<file path="config.mk">
export PLATFORM = sky130hd
export DESIGN_NAME = pio_shift_out
export DESIGN_NICKNAME = d
export VERILOG_FILES = /design/src/rtl/pio_shift_out.sv
export SDC_FILE = /design/constraint.sdc
export NUM_CORES = 1
export LEC_CHECK = 0
export CORE_UTILIZATION = 30
export CTS_BUF_LIST = sky130_fd_sc_hd__clkbuf_8
export CTS_CLUSTER_DIAMETER = 50
export DETAILED_ROUTE_END_ITERATION = 7
export GPL_ROUTABILITY_DRIVEN = 0
export SYNTH_ARGS = -nofsm -noshare
export SYNTH_HDL_FRONTEND = slang
export SYNTH_SLANG_ARGS = --single-unit
</file>
<file path="constraint.sdc">
create_clock -name clock -period 3.1 [get_ports clock]
set_input_delay 0.62 -clock clock [delete_from_list [all_inputs] [get_ports clock]]
set_output_delay 0.62 -clock clock [all_outputs]
set_load 0.05 [all_outputs]
</file>
<file path="src/rtl/pio_shift_out.sv">
// pio_shift_out: PIO output shift register, fed by the TX FIFO and stepped by divider ticks.
// Optional stall counter (stall_cnt / stall_clr) is built when PIO_SHIFT_STALL_CNT_EN is defined.
module pio_shift_out #(
   parameter int unsigned WORD_W = 32,
   parameter int unsigned PIN_W  = 4
) (
   input  logic                       clock,
   input  logic                       reset,
   input  logic                       tick,
   input  logic                       enable,
   input  logic [$clog2(PIN_W):0]     shift_count,
   input  logic                       shift_right,
   input  logic [$clog2(WORD_W):0]    pull_thresh,
   input  logic [WORD_W-1:0]          tx_data,
   input  logic                       tx_valid,
`ifdef PIO_SHIFT_STALL_CNT_EN
   input  logic                       stall_clr,
   output logic [15:0]                stall_cnt,
`endif
   output logic                       tx_ready,
   output logic [PIN_W-1:0]           pins_out,
   output logic                       pins_valid,
   output logic                       stall
);

   localparam int unsigned SCW = $clog2(PIN_W) + 1;
   localparam int unsigned TW  = $clog2(WORD_W) + 1;
   localparam int unsigned UW  = TW + 1;
   localparam logic [SCW-1:0] N_MAX = SCW'(PIN_W);
   localparam logic [TW-1:0]  T_MAX = TW'(WORD_W);
   localparam logic [UW-1:0]  U_MAX = UW'(WORD_W);

   typedef enum logic {S_EMPTY, S_SHIFT} state_t;

   state_t              r_state, w_state_nx;
   logic [WORD_W-1:0]   r_osr, w_osr_nx;
   logic [UW-1:0]       r_used, w_used_nx;
   logic [PIN_W-1:0]    r_pins, w_pins_nx;
   logic                r_pv, w_pv_nx;
   logic                r_stall, w_stall_nx;
   logic                r_tx_ready, w_tx_ready_nx;

   logic [SCW-1:0]      w_n;
   logic [TW-1:0]       w_t;
   logic [UW-1:0]       w_sum;
   logic [PIN_W-1:0]    w_pins;
   logic                w_load;
   logic                w_tick;

   always_comb begin
      w_n    = (shift_count == '0 || shift_count > N_MAX) ? N_MAX : shift_count;
      w_t    = (pull_thresh == '0 || pull_thresh > T_MAX) ? T_MAX : pull_thresh;
      w_sum  = r_used + UW'(w_n);
      w_load = tx_valid & r_tx_ready;
      w_tick = tick & enable;

      // Left shifts emit MSB-first, so the word's MSB lands on pin 0.
      w_pins = '0;
      for (int unsigned i = 0; i < PIN_W; i++) begin
         if (i < 32'(w_n))
            w_pins[i] = shift_right ? r_osr[i] : r_osr[WORD_W-1-i];
      end

      w_state_nx = r_state;
      w_osr_nx   = r_osr;
      w_used_nx  = r_used;
      w_pins_nx  = r_pins;
      w_pv_nx    = 1'b0;
      w_stall_nx = 1'b0;

      case (r_state)
         S_EMPTY: begin
            if (w_tick)
               w_stall_nx = 1'b1;
            if (w_load) begin
               w_osr_nx   = tx_data;
               w_used_nx  = '0;
               w_state_nx = S_SHIFT;
            end
         end
         S_SHIFT: begin
            if (w_tick) begin
               w_pins_nx = w_pins;
               w_pv_nx   = 1'b1;
               w_osr_nx  = shift_right ? (r_osr >> w_n) : (r_osr << w_n);
               w_used_nx = (w_sum > U_MAX) ? U_MAX : w_sum;
               if (w_sum >= UW'(w_t)) begin
                  w_osr_nx   = '0;
                  w_state_nx = S_EMPTY;
               end
            end
         end
         default: w_state_nx = S_EMPTY;
      endcase

      w_tx_ready_nx = (w_state_nx == S_EMPTY);
   end

   always_ff @(posedge clock or negedge reset) begin
      if (!reset) begin
         r_state    <= S_EMPTY;
         r_osr      <= '0;
         r_used     <= '0;
         r_pins     <= '0;
         r_pv       <= 1'b0;
         r_stall    <= 1'b0;
         r_tx_ready <= 1'b0;
      end else begin
         r_state    <= w_state_nx;
         r_osr      <= w_osr_nx;
         r_used     <= w_used_nx;
         r_pins     <= w_pins_nx;
         r_pv       <= w_pv_nx;
         r_stall    <= w_stall_nx;
         r_tx_ready <= w_tx_ready_nx;
      end
   end

`ifdef PIO_SHIFT_STALL_CNT_EN
   logic [15:0] r_stall_cnt;

   always_ff @(posedge clock or negedge reset) begin
      if (!reset)
         r_stall_cnt <= '0;
      else if (stall_clr)
         r_stall_cnt <= '0;
      else if (w_stall_nx && r_stall_cnt != '1)
         r_stall_cnt <= r_stall_cnt + 16'd1;
   end

   assign stall_cnt = r_stall_cnt;
`endif

   assign tx_ready   = r_tx_ready;
   assign pins_out   = r_pins;
   assign pins_valid = r_pv;
   assign stall      = r_stall;

endmodule

</file>
* Word level (Yosys, flattened, before mapping)
Cells that the tools add are included.
W data, S select, Z words.
** Storage, ports and cells
- Output and inout port bits :: 7
- Logic and storage cells :: 56
- Bits in registers :: 47
** Cells by class
- Equal/unequal tests :: 2
- Mux-type cells :: 26
- Add/subtract/negate cells :: 1
- Bitwise gates (word level) :: 4
- Reductions and logical operators :: 6
- $lt $le $gt $ge :: 8
- Shift-type cells :: 2
** Operator list (number)
- $mux W32 :: 4
- $pmux W32 S2 :: 1
- $shl A32 B3 Y32 :: 1
- $shr A32 B3 Y32 :: 1
- $mux W7 :: 3
- $mux W1 :: 14
- $pmux W7 S2 :: 1
- $add A7 B3 Y7 :: 1
- $ge A7 B6 Y1 :: 1
- $gt A7 B6 Y1 const B :: 1
- $gt A6 B6 Y1 const B :: 1
- $logic_not A6 Y1 :: 1
- $lt A1 B3 Y1 const A :: 2
- $lt A2 B3 Y1 const A :: 2
- $mux W6 :: 1
- $reduce_and A2 Y1 :: 2
- $gt A3 B3 Y1 const B :: 1
- $logic_not A3 Y1 :: 1
- $mux W3 :: 1
- $and A1 B1 Y1 :: 2
- $logic_or A1 B1 Y1 :: 2
- $ne A2 B1 Y1 const B :: 1
- $ne A2 B2 Y1 const B :: 1
- $not A1 Y1 :: 2
- $pmux W1 S2 :: 1

* Depth between registers and ports, before layout
- Word-level depth :: 9
- Mapped depth :: 21
- Gate-level depth less buffers :: 16

* Worst setup path after synthesis
No wires, ideal clock.
- Path kind :: input to register
- From :: input shift_count[0]
- To :: register r_osr[31]
- Setup slack :: -1.296 ns
- Arrival :: 4.271 ns
- Data required time :: 2.975 ns
- Path buffers :: 4
- Stages on the path :: 20
- Library setup time :: 0.125 ns
- Path through :: or2_2 -> ha_1 -> nand2b_1 -> buf_6 -> inv_8 -> buf_12 -> buf_4 -> ha_1 -> inv_1 -> fa_1 -> nor2b_1 -> o21ai_0 -> xnor2_1 -> ha_1 -> a21o_1 -> a21oi_1 -> nand4_1 -> buf_2 -> o31ai_4 -> mux2_2
** Between the ends
- Cells in the longest elaborated chain, start to end :: 8
- Elaborated cells on any way between the ends :: 12
- Classes of those cells :: 1 x add/sub; 2 x order compare; 2 x shift; 5 x mux; 2 x reduce/logical
** Ends and longest elaborated chain
- start: declaration :: RTL line 11 : input logic [$clog2(PIN_W):0] shift_count,
- $gt A3 B3 Y1 or $logic_not A3 Y1 (tied branches) :: RTL line 51 : w_n = (shift_count == '0 || shift_count > N_MAX) ? N_MAX : shift_count;
- $logic_or A1 B1 Y1 :: RTL line 51
- $mux W3 * :: RTL line 51
- $add A7 B3 Y7 (tied with other cells) :: RTL line 53 : w_sum = r_used + UW'(w_n);
- $ge A7 B6 Y1 or $mux W32 (tied branches) :: RTL line 87, 85
- $mux W32 * :: RTL line 87 : if (w_sum >= UW'(w_t)) begin
- $mux W32 * :: RTL line 82 : if (w_tick) begin
- $pmux W32 S2 * :: RTL line 71 : case (r_state)
- end signal: assignment :: RTL line 110 : r_osr <= w_osr_nx;
- end: declaration :: RTL line 36 : logic [WORD_W-1:0] r_osr, w_osr_nx;
Mark *: on every way between the ends. The rest lies on a longest branch, timed or not. The select of a mux whose other input is x is not followed.
A chain may end at the register's enable or synchronous reset.

* Worst setup path in the final report
- From :: input shift_count[1]
- To :: register r_osr[31]
Same word-level chain as after synthesis.

==> reports/metrics.yaml <==
status:
  outcome: "finished with violations"
  violations: "setup timing"
finish:
  area.growth.synth_to_final_pct: 35.9
  layout-drive-gt1-share: 0.233
  final_cell_area_um2: 5940
  fin_cells: 812
  num_antenna_cells: 0
  final_net_count: 689
yosys:
  synth_seq_area_share: 0.269
  netlist_area_um2: 4370
  synth-main-ff-cell: "dfrtp_1"
  synth_async_sr_flop_share: 1.00
  yosys-top-cells-area: "dfrtp_1 (27%), mux2i_1 (16%), o22ai_1 (5.2%)"
  ys_types: 59
  synth_edf_count: 0
  syn-num-nets: 593
  synth_top_area_share: 0.269
  synthTopCellsByCount: "mux2i_1 (69), dfrtp_1 (47), o21ai_0 (43), nand2_1 (40), nor2_1 (40)"
  yosys_register_bits: 47
  yosysTopAreaCell: "dfrtp_1"
  syn_avg_cell_area_um2: 8.17
  synth.most_common_cell: "mux2i_1"
  syn_inst: 535
  yosys_warnings: 0
route:
  via_per_inst: 5.86
  drt_iter0_drc: 379
  wl_per_cell_um: 19.0
  drc: 0
  drt_first_pass_iters: 5
  vias: 4757
  antenna_left: 0
  wl_um: 15500
cts:
  clockBufferDepth: 2
  cts_hold_buffers: 0
  clock_latency_ns: 0.33
  clock_sinks: 47
  cts.clk_slew.worst_paths_ns: 0.11
  htree_levels: 2
  cts_tree: "done"
  cts_made_buffers: 5
  root_buffer: "clkbuf_8"
floorplan:
  boundaryPins: 54
  num_rows: 43
  die-width_um: 123
  core-area_um2: 14000
  die_y_um: 123
  initial_core_util: 0.311
  dieArea_um2: 15100
place:
  dp_slack_ns: -1.28
  hpwl_um: 10800
  dpl-instance-area_um2: 5510
  port_buffers: 53
  dpl.cell_count: 796
critical_path:
  crit_arrival_ns: 3.82
  cp_max_fo: 5
  reg2reg_slack_ns: 0.08
  critPathRequiredTime_ns: 3.32
  worstSetupPathType: "in -> reg"
  end_kind: "register"
  worstSetupStartpointType: "input pin"
sta:
  hold-worst-slack_ns: 0.183
  setup_viol: 34
  finalCritPeriodShare: 1.16
  skew_ns: 0.0190
  period_needed_ns: 3.60
  tightest_slew_ns: 0.637
  hold_violations: 0
  maxSlewHeadroom: 0.575
  rsz0062_at_grt: "true"
  worst_slack_ns: -0.500
  max_freq_ghz: 0.278
  slew_violations: 0
worst_hold_path:
  hp-class: "in -> async"
power:
  p_per_area_nw_per_um2: 852
  p_leak_nw: 2.54
  irDropWorstVdd_v: 0.000387
global_route:
  grt_use_total: 0.212
  antenna_found_initial: 0
  grt_pass1_wl_um: 25000
  grt_pass1_vias: 4901
  grt.overflow.total: 0
  grt_max_degree: 42
flow_run:
  drv_cap: 0
==> timing repair <==
action,CTS,global route
pin swaps,30,16
buffers inserted,5,2
cloned,3,0
resized for setup,52,15
setup endpoints to repair,40,34
==> layout by cell type (no fill, tap or decap), drive strengths merged, types with 6 or more instances in the layout <==
master | Yosys | layout
o211ai | 7 | 7
o21ai | 43 | 43
nand3 | 10 | 10
ha | 10 | 10
a21oi | 37 | 37
a211oi | 6 | 6
clkdlybuf4s50 | 0 | 49
or3 | 8 | 8
inv | 18 | 19
o31ai | 8 | 8
nor2 | 40 | 40
nand2 | 40 | 40
o22ai | 36 | 36
nand2b | 9 | 9
mux2i | 69 | 69
nor3 | 13 | 13
buf | 19 | 83
a22oi | 6 | 6
dfrtp | 47 | 47
a31oi | 8 | 8
o22a | 8 | 8
a22o | 6 | 6
==> path summary, 6_finish.rpt <==
kind,to,depth (start not counted),startpoint
max,r_osr[31],19,shift_count[1]
min,r_used[0],1,reset
max reg2reg,r_osr[31],12,r_used[1]
min reg2reg,pins_out[3],2,pins_out[3]
max in group asynchronous,r_osr[13],2,reset
min in group clock,pins_out[3],2,pins_out[3]
==> report_power, final <==
group	switching, mW	internal, mW
combinational	1.73	1.63
clock	0.246	0.162
sequential	0.398	0.893
==> critical path: stages <==
cell      delay (ns)
buf_6           0.09
or2_4           0.25
ha_4            0.20
nand2b_4        0.16
inv_8           0.06
ha_4            0.13
inv_2           0.03
fa_2            0.34
nor2b_2         0.16
o21ai_2         0.09
xnor2_2         0.20
ha_1            0.27
a21o_1          0.17
a21oi_2         0.14
nand4_1         0.11
buf_6           0.16
buf_12          0.14
o31ai_4         0.19
mux2_4          0.32
==> per-layer routing <==
metal	vias up	part of all wire	global-route usage
met5	-	0	0
met4	0	0.030	0.0800
met3	43	0.056	0.0270
met2	216	0.46	0.343
met1	2284	0.45	0.287
li1	2214	-	-
==> area by class of cell <==
| cell class | count | area [um^2] |
|---|---|---|
| sequential | 47 | 1180 |
| inverter | 18 | 75.1 |
| timing repair buffer | 133 | 1210 |
| clock buffer | 5 | 68.8 |
| multi-input combinational | 426 | 3160 |
| clock inverter | 3 | 23.8 |
| fill | 1406 | 8100 |
| tap | 180 | 225 |
==> per-stage QoR <==
step           TNS [ns]   util  total power [mW]
2_1_floorplan    -28.70      -              2.98
3_3_place_gp     -40.87  0.392              4.02
3_5_place_dp     -42.62  0.392              4.07
4_1_cts          -13.08  0.420              4.99
5_1_grt          -16.13  0.423              5.38
6_report         -11.81  0.423              5.06
==> logic make-up after synthesis <==
logic type | count (synthesis) | share of synthesized area
buf+inv | 62 | 0.0702
compound gates | 198 | 0.298
simple gates | 143 | 0.159
mux | 70 | 0.161
flops | 47 | 0.269
xor+xnor | 4 | 0.00974
fa+ha+maj | 11 | 0.0332
==> state kept, by name (all words and copies together), names as in the netlist <==
name and count:
r_state 1, r_used 7, tx_ready 1, stall 1, r_osr 32, pins_out 4, pins_valid 1
No activity file was read; power rests on OpenSTA's default activity.
